## config.mk

```make
export PLATFORM = sky130hd
export DESIGN_NAME = fpnew_opgroup_ordered_arbiter
export DESIGN_NICKNAME = d
export VERILOG_FILES = /design/src/rtl/fpnew_pkg.sv /design/src/rtl/fpnew_idx_fifo.sv /design/src/rtl/fpnew_opgroup_ordered_arbiter.sv
export SDC_FILE = /design/constraint.sdc
export NUM_CORES = 1
export LEC_CHECK = 0
export CORE_MARGIN = 4
export CORE_UTILIZATION = 51
export DETAILED_ROUTE_END_ITERATION = 10
export GPL_ROUTABILITY_DRIVEN = 0
export HOLD_SLACK_MARGIN = 0.08
export PLACE_DENSITY_LB_ADDON = 0.3
export SLEW_MARGIN = 20
export SYNTH_ARGS = -nofsm -noshare
export SYNTH_HDL_FRONTEND = slang
export SYNTH_SLANG_ARGS = --single-unit
```

## constraint.sdc

```tcl
create_clock -name clk_i -period 4.1 [get_ports clk_i]
set_input_delay 0.82 -clock clk_i [delete_from_list [all_inputs] [get_ports clk_i]]
set_output_delay 0.82 -clock clk_i [all_outputs]
set_load 0.02 [all_outputs]
```

## src/rtl/fpnew_pkg.sv

```systemverilog
// Shared FPnew definitions used by the opgroup result collector and its
// index FIFO.
package fpnew_pkg;

  typedef enum logic {
    ORDERED = 1'b0,
    RR      = 1'b1
  } arb_mode_e;

  // Width of an index into n channels; a single channel still needs one bit.
  function automatic int unsigned idx_width(input int unsigned n);
    return (n > 1) ? $clog2(n) : 1;
  endfunction

endpackage

```

## src/rtl/fpnew_idx_fifo.sv

```systemverilog
// Bounded FIFO of slice indices. Any depth is allowed, the pointers wrap
// explicitly, and a synchronous flush empties it.
module fpnew_idx_fifo #(
  parameter int unsigned  Depth    = 8,
  parameter int unsigned  Width    = 1,
  localparam int unsigned PtrWidth = (Depth > 1) ? $clog2(Depth) : 1,
  localparam int unsigned CntWidth = $clog2(Depth + 1)
) (
  input  logic                clk_i,
  input  logic                rst_ni,
  input  logic                flush_i,
  input  logic                push_i,
  input  logic [Width-1:0]    data_i,
  input  logic                pop_i,
  output logic [Width-1:0]    data_o,
  output logic [CntWidth-1:0] count_o
);

  logic [Width-1:0]    mem_q [Depth];
  logic [PtrWidth-1:0] rd_ptr_q;
  logic [PtrWidth-1:0] wr_ptr_q;
  logic [CntWidth-1:0] count_q;

  function automatic logic [PtrWidth-1:0] ptr_inc(input logic [PtrWidth-1:0] ptr);
    return (ptr == PtrWidth'(Depth - 1)) ? '0 : ptr + PtrWidth'(1);
  endfunction

  // NOTE: state registers use non-blocking assignments so every flop samples
  // pre-edge values regardless of the order in which the blocks are evaluated.
  always_ff @(posedge clk_i or negedge rst_ni) begin
    if (!rst_ni) begin
      rd_ptr_q <= '0;
      wr_ptr_q <= '0;
      count_q  <= '0;
    end else if (flush_i) begin
      rd_ptr_q <= '0;
      wr_ptr_q <= '0;
      count_q  <= '0;
    end else begin
      if (push_i) wr_ptr_q <= ptr_inc(wr_ptr_q);
      if (pop_i)  rd_ptr_q <= ptr_inc(rd_ptr_q);
      case ({push_i, pop_i})
        2'b10:   count_q <= count_q + CntWidth'(1);
        2'b01:   count_q <= count_q - CntWidth'(1);
        default: count_q <= count_q;
      endcase
    end
  end

  // NOTE: the storage array is deliberately left out of reset; an entry is
  // only read after it was written, and leaving it unreset keeps it a plain
  // register file instead of a bank of resettable flops.
  always_ff @(posedge clk_i) begin
    if (push_i && !flush_i) mem_q[wr_ptr_q] <= data_i;
  end

  assign data_o  = mem_q[rd_ptr_q];
  assign count_o = count_q;

endmodule

```

## src/rtl/fpnew_opgroup_ordered_arbiter.sv

```systemverilog
// Result collector for an opgroup with slices of unequal latency: returns
// results in issue order (ORDERED) or round-robin (RR) and tracks in-flight ops.
module fpnew_opgroup_ordered_arbiter
  import fpnew_pkg::*;
#(
  parameter int unsigned  NumIn    = 5,
  parameter int unsigned  Depth    = 8,
  parameter bit           Ordered  = 1'b1,
  parameter type          DataType = logic,
  localparam int unsigned IdxWidth = idx_width(NumIn),
  localparam int unsigned CntWidth = $clog2(Depth + 1)
) (
  input  logic                clk_i,
  input  logic                rst_ni,
  input  logic                flush_i,
  input  logic                issue_valid_i,
  input  logic [IdxWidth-1:0] issue_idx_i,
  output logic                issue_ready_o,
  input  logic [NumIn-1:0]    slice_valid_i,
  input  DataType [NumIn-1:0] slice_data_i,
  output logic [NumIn-1:0]    slice_ready_o,
  output logic                out_valid_o,
  output DataType             out_data_o,
  output logic [IdxWidth-1:0] out_idx_o,
  input  logic                out_ready_i,
  output logic [CntWidth-1:0] inflight_o,
  output logic                busy_o
);

  localparam arb_mode_e         Mode   = Ordered ? ORDERED : RR;
  localparam logic [IdxWidth:0] NumInW = (IdxWidth + 1)'(NumIn);

  logic [CntWidth-1:0] count;
  logic [IdxWidth-1:0] head;
  logic                nonempty;
  logic                push;
  logic                pop;

  // Full is judged on the registered count only, so a pop never frees a slot
  // for an issue in the same cycle.
  assign issue_ready_o = (count != CntWidth'(Depth));
  assign nonempty      = (count != '0);
  assign push          = issue_valid_i & issue_ready_o & ~flush_i;
  assign pop           = out_valid_o & out_ready_i & ~flush_i;
  assign inflight_o    = count;
  assign busy_o        = nonempty;

  // In RR mode the stored indices are never read; only the count matters.
  fpnew_idx_fifo #(
    .Depth (Depth),
    .Width (IdxWidth)
  ) u_idx_fifo (
    .clk_i   (clk_i),
    .rst_ni  (rst_ni),
    .flush_i (flush_i),
    .push_i  (push),
    .data_i  (issue_idx_i),
    .pop_i   (pop),
    .data_o  (head),
    .count_o (count)
  );

  logic [IdxWidth-1:0] rr_q;
  logic [IdxWidth-1:0] rr_pick;
  logic [IdxWidth-1:0] rr_grant;
  logic [IdxWidth-1:0] lock_idx_q;
  logic                lock_q;
  logic                rr_found;
  logic [IdxWidth:0]   cand;

  // First valid slice at or after rr_q, wrapping past NumIn-1 back to 0.
  always_comb begin
    rr_pick  = rr_q;
    rr_found = 1'b0;
    cand     = '0;
    for (int unsigned k = 0; k < NumIn; k++) begin
      cand = {1'b0, rr_q} + (IdxWidth + 1)'(k);
      if (cand >= NumInW) cand = cand - NumInW;
      if (!rr_found && slice_valid_i[cand]) begin
        rr_found = 1'b1;
        rr_pick  = cand[IdxWidth-1:0];
      end
    end
  end

  // A stalled grant is pinned so a newly valid slice cannot steal the output
  // while downstream is back-pressuring.
  assign rr_grant = lock_q ? lock_idx_q : rr_pick;

  always_ff @(posedge clk_i or negedge rst_ni) begin
    if (!rst_ni) begin
      rr_q       <= '0;
      lock_q     <= 1'b0;
      lock_idx_q <= '0;
    end else if (flush_i) begin
      rr_q       <= '0;
      lock_q     <= 1'b0;
      lock_idx_q <= '0;
    end else if (Mode == RR) begin
      if (pop) begin
        rr_q   <= (rr_grant == IdxWidth'(NumIn - 1)) ? '0 : rr_grant + IdxWidth'(1);
        lock_q <= 1'b0;
      end else if (out_valid_o) begin
        lock_q     <= 1'b1;
        lock_idx_q <= rr_grant;
      end
    end
  end

  // NOTE: every output gets a default before any branch, so no path through
  // this block leaves a value unassigned and no latch is inferred.
  always_comb begin
    out_valid_o   = 1'b0;
    out_data_o    = slice_data_i[0];
    out_idx_o     = '0;
    slice_ready_o = '0;
    if (Mode == ORDERED) begin
      out_valid_o = nonempty & slice_valid_i[head];
      out_data_o  = slice_data_i[head];
      out_idx_o   = nonempty ? head : '0;
      for (int unsigned i = 0; i < NumIn; i++) begin
        slice_ready_o[i] = out_ready_i & nonempty & (head == IdxWidth'(i));
      end
    end else begin
      out_valid_o = |slice_valid_i;
      out_data_o  = slice_data_i[rr_grant];
      out_idx_o   = rr_grant;
      for (int unsigned i = 0; i < NumIn; i++) begin
        slice_ready_o[i] = out_ready_i & (|slice_valid_i) & (rr_grant == IdxWidth'(i));
      end
    end
    // The slices drop their own state on flush, so nothing may hand off now.
    if (flush_i) begin
      out_valid_o   = 1'b0;
      slice_ready_o = '0;
    end
  end

endmodule

```

==> Yosys cells after proc, flatten, opt, wreduce, memory -nomap -nowiden <==
Memory sizes are Yosys's and may differ from the RTL's.
Cells that the tools add are included.
{ "word_totals": {"register_bits": 10, "mem_bits_rw": 24, "in_bits": 18, "mem_count": 1} }
{ "mem_list": {"columns": ["name", "words", "width", "read_ports", "rd_clocked_by_memory_dff", "write_ports", "line_no", "text"], "rows": [
  ["u_idx_fifo.mem_q", 8, 3, 1, 0, 1, "fpnew_idx_fifo.sv:19", "logic [Width-1:0] mem_q [Depth];"]
]} }
{ "classes": {"addsub": 4, "order_cmp": 1, "n_eq_ne": 9, "mux": 17, "bitwise": 12, "reduce_logical": 7} }
{ "ops": {"columns": ["operator", "n"], "rows": [
  ["$mux 3", 7],
  ["$and 1x1->1", 11],
  ["$eq 3x3->1 const B", 3],
  ["$pmux 4 s2", 1],
  ["$add 3x1->3 const B", 2],
  ["$bmux 1 s3", 2],
  ["$eq 3x2->1 const B", 2],
  ["$mux 1", 5],
  ["$mux 5", 1],
  ["$add 4x1->4 const B", 1],
  ["$lt 3x4->1 const B", 1],
  ["$mux 4", 1],
  ["$ne 4x4->1 const B", 1],
  ["$reduce_bool 2->1", 2],
  ["$reduce_bool 4->1", 1],
  ["$sub 4x1->4 const B", 1],
  ["$eq 3x1->1 const B", 1],
  ["$logic_not 3->1", 1],
  ["$reduce_bool 3->1", 1],
  ["$eq 2x1->1 const B", 1],
  ["$eq 2x2->1 const B", 1],
  ["$logic_and 1x1->1", 1],
  ["$logic_not 1->1", 1],
  ["$not 1->1", 1]
]} }

==> Longest topological paths before layout <==
Gate-level depths: netlist of run 1.
An unclocked memory read counts as a cell.
{ "depth": {"word_depth": 10, "mapped_depth": 15, "depth_no_buf": 13} }

==> Modules after synthesis <==
A second synthesis of run 1 with hierarchy kept.
{ "hier_totals": {"hier_cells": 145, "area_unflattened_um2": 1876.8} }
{ "modules_own_cells": {"columns": ["module", "n_inst", "cells_per_inst", "area_per_inst_um2", "seq_area_each_um2"], "rows": [
  ["fpnew_idx_fifo", 1, 113, 1616.6, 970.9],
  ["fpnew_opgroup_ordered_arbiter", 1, 32, 260.2, 0.0]
]} }

==> Worst setup path after synthesis of run 1 <==
OpenSTA, ideal clock, no wires.
{ "synth_path": {"kind": "register to register", "startpoint": "reg u_idx_fifo.rd_ptr_q[0]", "endpoint": "reg u_idx_fifo.count_q[3], in the netlist u_idx_fifo.count_o[3]", "arrival_time_ps": 3159, "required_time_ps": 4032, "setup_slack_ps": 873, "stages_incl_launch_ff": 16, "path_buffers": 2, "period_less_slack_ps": 3227, "path_cell_list": "dfrtp_1 > buf_6 > mux4_2 > mux2i_4 > mux2i_1 > o32ai_2 > nor2_1 > buf_6 > a21oi_1 > ha_1 > a21o_1 > a21oi_1 > nand2_1 > nor3_1 > o21bai_1 > nand3_1"} }
{ "synth_between": {"elab_chain_len": 10, "word_cells_on_any_way": 12} }
{ "synth_lines": {"columns": ["element", "line_no", "text"], "rows": [
  ["start, declared", "fpnew_idx_fifo.sv:20", "logic [PtrWidth-1:0] rd_ptr_q;"],
  ["start signal, assigned", "fpnew_idx_fifo.sv:41", "if (pop_i) rd_ptr_q <= ptr_inc(rd_ptr_q);"],
  ["$mem_v2 8x3 *", null, null],
  ["$bmux 1 s3 *", "fpnew_opgroup_ordered_arbiter.sv:118", "out_valid_o = nonempty & slice_valid_i[head];"],
  ["$mux 1 (not written as such) *", "fpnew_opgroup_ordered_arbiter.sv:118", null],
  ["$and 1x1->1 *", "fpnew_opgroup_ordered_arbiter.sv:118", null],
  ["$mux 1 *", "fpnew_opgroup_ordered_arbiter.sv:133", "if (flush_i) begin"],
  ["$and 1x1->1 * (2 in a row)", "fpnew_opgroup_ordered_arbiter.sv:44", "assign pop = out_valid_o & out_ready_i & ~flush_i;"],
  ["$eq 2x1->1 or $eq 2x2->1 (tied branches)", "fpnew_idx_fifo.sv:42", "case ({push_i, pop_i})"],
  ["$pmux 4 s2", "fpnew_idx_fifo.sv:42", null],
  ["$mux 4", "fpnew_idx_fifo.sv:35", "end else if (flush_i) begin"],
  ["end signal, assigned", "fpnew_idx_fifo.sv:43", "2'b10: count_q <= count_q + CntWidth'(1);"],
  ["end signal, assigned", "fpnew_idx_fifo.sv:44", "2'b01: count_q <= count_q - CntWidth'(1);"],
  ["end signal, assigned", "fpnew_idx_fifo.sv:45", "default: count_q <= count_q;"],
  ["end, declared", "fpnew_idx_fifo.sv:22", "logic [CntWidth-1:0] count_q;"]
]} }
Mark *: on every way between the ends. The rest lies on a longest branch, timed or not. The select of a mux whose other input is x is not followed.
A chain may end at the register's enable or synchronous reset.

==> Worst setup path in the final report of run 1 <==
{ "layout_path": {"startpoint": "reg u_idx_fifo.rd_ptr_q[0]", "endpoint": "out out_data_o"} }
{ "layout_between": {"elab_chain_len": 3} }
{ "layout_lines": {"columns": ["element", "line_no", "text"], "rows": [
  ["$mem_v2 8x3", null, null],
  ["$bmux 1 s3", "fpnew_opgroup_ordered_arbiter.sv:119", "out_data_o = slice_data_i[head];"],
  ["$mux 1 (not written as such)", "fpnew_opgroup_ordered_arbiter.sv:119", null],
  ["end, declared", "fpnew_opgroup_ordered_arbiter.sv:23", "output DataType out_data_o,"]
]} }
No other way between the ends. The select of a mux whose other input is x is not followed.

==> results of run 1 <==
==> stage by stage <==
stage                     cells  util (%)  area, um2  setup slack [ns]
after floorplan             145         -       1810             0.873
after global placement      221      64.3       2180             0.508
after detailed placement    221      64.3       2180             0.408
after CTS                   228      65.6       2220            0.0362
after global routing        228      65.7       2230            0.0666
final                       228      65.7       2230             0.215
==> what timing repair did <==
item,CTS,global route
setup endpoints to repair,0,2
resized for setup,0,1
hold buffers,0,0
==> state kept, by name, indices dropped and copies added (netlist names) <==
| signal | cells |
|---|---|
| u_idx_fifo.mem_q | 24 |
| u_idx_fifo.rd_ptr_q | 3 |
| u_idx_fifo.count_o | 4 |
| u_idx_fifo.wr_ptr_q | 3 |
==> cell type report <==
cell class	count	area (um2)
multi-input cells	100	779
clock buffers	7	45.0
fillers	254	1160
well taps	46	57.6
inverters	5	18.8
repair buffers	36	353
flip-flops and latches	34	972
==> layer usage <==
metal / part of all wire, % / vias to the layer above / track usage [%] / routed length, um
met5: 0 / - / 0 / 0
met4: 1.4 / 0 / 6.08 / 51
met3: 4.8 / 6 / 3.99 / 176
met2: 51 / 36 / 33.4 / 1840
met1: 43 / 600 / 21.3 / 1570
li1: - / 607 / - / -
==> kinds of logic (layout without fill, tap and decap cells) <==
logic type,after synthesis,after routing
buffers and inverters,11,48
XOR/XNOR,3,3
multiplexers,15,15
AO/OA/AOI/OAI,16,16
adder cells (fa/ha/maj),7,7
flip-flops,34,34
AND/OR/NAND/NOR,59,59
==> power by group through the flow <==
stage / Sequential (mW) / Combinational, mW / Clock, mW
final: 0.388 / 0.126 / 0.163
after global routing: 0.390 / 0.138 / 0.183
after CTS: 0.388 / 0.128 / 0.168
after detailed placement: 0.396 / 0.127 / 0
after global placement: 0.394 / 0.123 / 0
after floorplan: 0.395 / 0.0670 / 0
==> path summary, 6_finish.rpt <==
kind	slack (ns)	cells past startpoint	end	startpoint
max	0.21	7	out_data_o	u_idx_fifo.rd_ptr_q[0]
min	0.61	2	u_idx_fifo.wr_ptr_q[0]	u_idx_fifo.wr_ptr_q[0]
max reg2reg	0.66	13	u_idx_fifo.count_o[3]	u_idx_fifo.rd_ptr_q[0]
min reg2reg	0.61	2	u_idx_fifo.wr_ptr_q[0]	u_idx_fifo.wr_ptr_q[0]
max in group asynchronous	2.96	1	u_idx_fifo.rd_ptr_q[0]	rst_ni
min in group asynchronous	0.81	1	u_idx_fifo.count_o[1]	rst_ni
==> critical path, delay by kind of cell, from the launching register on <==
family          cells  cell delay (ns)
mux                 3             1.31
buf+inv             1             0.53
flops               1             0.51
simple gates        1             0.09
compound gates      2             0.30
==> placed cells by master (no fill, tap or decap), types with 2 or more instances in the layout <==
master	netlist	layout
nand3_1	4	4
ha_1	6	6
buf_4	0	3
nand2_1	11	11
a32o_1	2	2
nor2_1	23	23
inv_1	5	5
xor2_1	3	3
nor3_1	5	5
mux4_2	6	6
or3_1	3	3
a22o_1	2	2
clkbuf_1	4	2
mux2i_4	2	2
edfxtp_1	24	24
a21oi_1	7	7
clkdlybuf4s50_1	0	33
clkbuf_4	0	5
nor4_1	2	2
nand2b_1	3	3
dfrtp_1	10	9
nor3b_1	2	2
mux2i_1	5	5
==> results_dict.tcl, run 1 <==
set metrics [dict create \
    cts_made_buffers 5 \
    design.die.area_um2 4560 \
    drt-pass1-iter-count 4 \
    placement.io_buffers 33 \
    power_uw 677 \
    timing.critical_path.slowest_stage_cell "mux4_2" \
    detail_routed_net_length_per_standard_cell_um 16.0 \
    cp.arrival_ns 3.07 \
    tightest_slew_ns 0.518 \
    yosys-mux-area-fraction_pct 14.1 \
    drv.max_cap_violation_count 0 \
    route.detailed.drc 0 \
    min_path_type "register to register" \
    reported_net_switching_power_uw 172 \
    num_io_pins 34 \
    synth-xor-area-share_pct 1.45 \
    post_synth_fa_ha_maj_area_fraction_pct 5.26 \
    final_net_count 207 \
    worst_slew_margin_rel_pct 65.2 \
    floorplan.core_area_um2 3390 \
    global_route.usage.total_pct 18.4 \
    syn_nets 170 \
    min_period_ns 3.89 \
    static-leakage-power_nw 0.852 \
    grt_pass1_wl_um 6070 \
    hold-worst-slack_ns 0.615 \
    worstPathRequired_ns 3.28 \
    seq_area_frac_synth_pct 53.7 \
    ys_seq_elements 34 \
    setup_fix_bufs_post_cts 0 \
    critical_path.max_stage_delay_ns 0.56 \
    netlist_top_cells_area "edfxtp_1, dfrtp_1, mux4_2" \
    share_comb_of_total_power_pct 18.7 \
    main_combinational_cell_family_by_area_after_synthesis "simple AND/OR/NAND/NOR gates" \
    grt_overflow 0 \
    count_of_unique_library_cells_instantiated_by_yosys 35 \
    synth_top_area_share_pct 39.9 \
    total_number_of_vias 1249 \
    floorplan.die.width_um 67.5 \
    grt_start_max_net_pins 13 \
    clock_sinks 34 \
    synthFlopType "edfxtp_1" \
    setup-violations-final 0 \
    grt_setup_unrepaired "no" \
    synthSimpleGateAreaFrac_pct 15.8 \
    clock_power_share_pct 24.0 \
    syn-cell-area_um2 1810 \
    initial_utilization_pct 53.3 \
    synth_largest_area_cell "edfxtp_1" \
    cells_along_the_critical_path "mux4_2, mux2i_4, mux2_1, nor2_1, a21oi_1, a22o_1, clkdlybuf4s50_1" \
    route.final.wire_length_um 3650 \
    area_growth_pct 23.2 \
    clkSlewWorstSetupHoldPaths_ns 0.09 \
    grt_pass1_vias 1338 \
    htree_num_levels 2 \
    cts_tree "done" \
    yosys_warnings 0 \
    syn-instance-count 145 \
    drt-vias-per-instance 5.48 \
    finalClockSkew_ns 0.00928 \
    insertedDiodeCount 0 \
    tns_ns 0 \
    critPathLaunchType "register" \
    post_detailed_placement_half_perimeter_wirelength_um 2900 \
    number_of_antenna_violations_at_the_first_check_in_global_routing 0 \
    power_switching_share_pct 25.4 \
    internal_power_consumption_uw 505 \
    floorplan.die.height_um 67.5 \
    core.rowCount 21 \
    fin_crit_sh_pct 94.8 \
    clockRootBuffer "clkbuf_4" \
    fmax_mhz 257 \
    critical_path.max_fanout 9 \
    drt_iter0_markers 47 \
    synth-compound-area-share_pct 6.51 \
    postRouteAntennaNets 0 \
    synthesis.area_per_instance_um2 12.5 \
    outcome "completed" \
    clk_path_buf_depth 2 \
    timing.final.hold_violations 0 \
    final_max_slew_viols 0 \
    top_cells_by_instance_count_after_synthesis "edfxtp_1, nor2_1, nand2_1, dfrtp_1, a21oi_1" \
    most_frequent_cell_after_synthesis "edfxtp_1" \
    share_seq_of_total_power_pct 57.3 \
    postSynth.asyncResetShare_pct 29.4 \
    ir_drop_uv 242 \
    insertion_delay_ns 0.33 \
    layout-drive-gt1-share_pct 11.0 \
    critPathCaptureType "output pin" \
    power.density_nw_per_um2 304 \
    worst-setup-path-type "register to output pin" \
    number_of_flops_mapped_to_enable_cells_by_yosys 24 \
]
Power figures use the tool's default switching activity.
==> run 2, diff against run 1 <==
==> constraint.sdc (replaced) <==
create_clock -name clk_i -period 3.6 [get_ports clk_i]
set_input_delay 0.72 -clock clk_i [delete_from_list [all_inputs] [get_ports clk_i]]
set_output_delay 0.72 -clock clk_i [all_outputs]
set_load 0.02 [all_outputs]
==> run 2 against run 1 <==
  * Sequential power up 14%
  * Via count up 3.7%
  * Critical path type unchanged
  * Register-to-register slack worse by 0.38 ns
  * Design area up 4.5%
  * Power up 27%
  * Cell count up 3.9%
  * Non-clock buffer count up 8
==> results_dict.tcl, run 2 (synthesized netlist as in run 1, its figures left out) <==
set metrics [dict create \
    outcome "completed" \
    critPathLaunchType "register" \
    area_taken_by_multi_input_logic_gates_um2 788 \
    detail_routed_net_length_per_standard_cell_um 15.9 \
    critPathCaptureType "output pin" \
    floorplan.core_area_um2 3390 \
    sequential_cell_area_um2 972 \
    clock_power_share_pct 30.8 \
    internal_power_consumption_uw 651 \
    worst_slew_margin_rel_pct 67.6 \
    timing.critical_path.slowest_stage_cell "clkdlybuf4s50_1" \
    final.setup.worst_slack_ns 0.174 \
    route.detailed.drc 0 \
    clkSlewWorstSetupHoldPaths_ns 0.10 \
    ir_drop_uv 277 \
    grt_setup_unrepaired "no" \
    num_io_pins 34 \
    path_delay_family "buffers and inverters" \
    power.density_nw_per_um2 369 \
    max_flop_register "u_idx_fifo.mem_q" \
    min_period_ns 3.43 \
    floorplan.die.width_um 67.5 \
    share_comb_of_total_power_pct 17.8 \
    share_seq_of_total_power_pct 51.4 \
    mostFrequentLayoutCell "clkdlybuf4s50_1" \
    area_growth_pct 28.7 \
    worstPathRequired_ns 2.88 \
    fmax_mhz 292 \
    min_path_type "register to register" \
    drt-vias-per-instance 5.46 \
    grt_pass1_vias 1366 \
    clk_path_buf_depth 2 \
    cp.arrival_ns 2.71 \
    clockRootBuffer "clkbuf_4" \
    design.die.area_um2 4560 \
    largest_register_ff_count 24 \
    insertion_delay_ns 0.33 \
    grt_pass1_wl_um 6160 \
    drt-pass1-iter-count 4 \
    setup-violations-final 0 \
    cts_made_buffers 5 \
    initial_utilization_pct 53.3 \
    global_route.usage.total_pct 18.4 \
    critical_path.max_fanout 6 \
    core.rowCount 21 \
    cp.buffers_inverters 2 \
    worst-setup-path-type "register to output pin" \
    grt_start_max_net_pins 13 \
    route.final.wire_length_um 3770 \
    drv.max_cap_violation_count 0 \
    layout-drive-gt1-share_pct 15.2 \
    htree_num_levels 2 \
    timing.final.hold_violations 0 \
    finalClockSkew_ns 0.00967 \
    place_ws_ns 0.187 \
    placement.io_buffers 33 \
    postRouteAntennaNets 0 \
    most_used_cells_in_the_layout_excluding_fill_and_tap_cells "clkdlybuf4s50_1, edfxtp_1, nor2_1" \
    static-leakage-power_nw 0.924 \
    fin_crit_sh_pct 95.2 \
    grt_overflow 0 \
    tns_ns 0 \
    post_layout_nonfiller_instances 237 \
    critical_path.max_stage_delay_ns 0.62 \
    total_instance_count_after_detailed_placement 225 \
    total_number_of_vias 1295 \
    insertedDiodeCount 0 \
    floorplan.die.height_um 67.5 \
    cts_tree "done" \
    drt_iter0_markers 73 \
    power_switching_share_pct 24.1 \
    number_of_antenna_violations_at_the_first_check_in_global_routing 0 \
    reported_net_switching_power_uw 207 \
    final_net_count 215 \
    post_detailed_placement_half_perimeter_wirelength_um 2850 \
    cells_along_the_critical_path "buf_4, mux4_2, mux2i_4, nand3b_1, nor2_1, clkdlybuf4s50_1" \
    clock_sinks 34 \
    n_fill_cell 223 \
    tightest_slew_ns 0.485 \
    final_max_slew_viols 0 \
]
run 2: what timing repair did:
item | 4_1_cts | 5_1_grt
buffers inserted | 3 | 1
hold buffers | 0 | 0
hold endpoints to repair | 0 | 0
setup endpoints to repair | 4 | 5
gates resized for setup | 2 | 2
run 2: worst register-to-register path: stages, from the launching register on:
cell and delay [ns]:
dfrtp_2 0.46, mux4_2 0.56, mux2i_4 0.19, buf_4 0.17
buf_4 0.14, nand2_4 0.07, o32ai_2 0.25, nor2_1 0.10
a21oi_1 0.17, ha_1 0.25, a21o_1 0.18, a21oi_1 0.28
nor4_1 0.09, o21ai_0 0.21, nand3_1 0.10
run 2: layer usage:
layer / track usage, % / vias up / share of wire [%]
li1: - / 628 / -
met1: 22.6 / 619 / 42
met2: 33.0 / 42 / 51
met3: 4.16 / 6 / 5.6
met4: 3.80 / 0 / 0.90
met5: 0 / - / 0
run 2: cell type report:
cell class	instances	area share, %
clock buffers	6	1.78
clock inverters	2	1.45
well taps	46	2.47
flip-flops and latches	34	41.8
inverters	5	0.807
repair buffers	44	17.8
multi-input cells	100	33.9
run 2: power by group through the flow:
| stage | sequential (mW) | combinational (mW) | clock (mW) |
|---|---|---|---|
| 2_1_floorplan | 0.450 | 0.0763 | 0 |
| 3_3_place_gp | 0.448 | 0.144 | 0 |
| 3_5_place_dp | 0.450 | 0.149 | 0 |
| 4_1_cts | 0.441 | 0.152 | 0.268 |
| 5_1_grt | 0.443 | 0.166 | 0.296 |
| 6_report | 0.441 | 0.153 | 0.264 |
run 2: final timing paths:
kind	from	end	slack (ns)	cells past startpoint
min in group asynchronous	rst_ni	u_idx_fifo.count_o[3]	0.71	1
max reg2reg	u_idx_fifo.rd_ptr_q[0]	u_idx_fifo.count_o[3]	0.28	14
max in group asynchronous	rst_ni	u_idx_fifo.rd_ptr_q[0]	2.54	1
min reg2reg	u_idx_fifo.count_o[2]	u_idx_fifo.count_o[2]	0.61	1
min	u_idx_fifo.count_o[2]	u_idx_fifo.count_o[2]	0.61	1
max	u_idx_fifo.rd_ptr_q[0]	slice_ready_o[3]	0.17	6
run 2: through the flow:
step	utilization (%)	cell area (um2)	power, mW	hold WS [ns]
floorplan	-	1810	0.527	0.424
global placement	65.2	2210	0.592	0.565
detailed placement	65.2	2210	0.599	0.584
CTS	68.1	2310	0.862	0.605
global route	68.6	2330	0.906	0.632
finish	68.6	2330	0.858	0.605
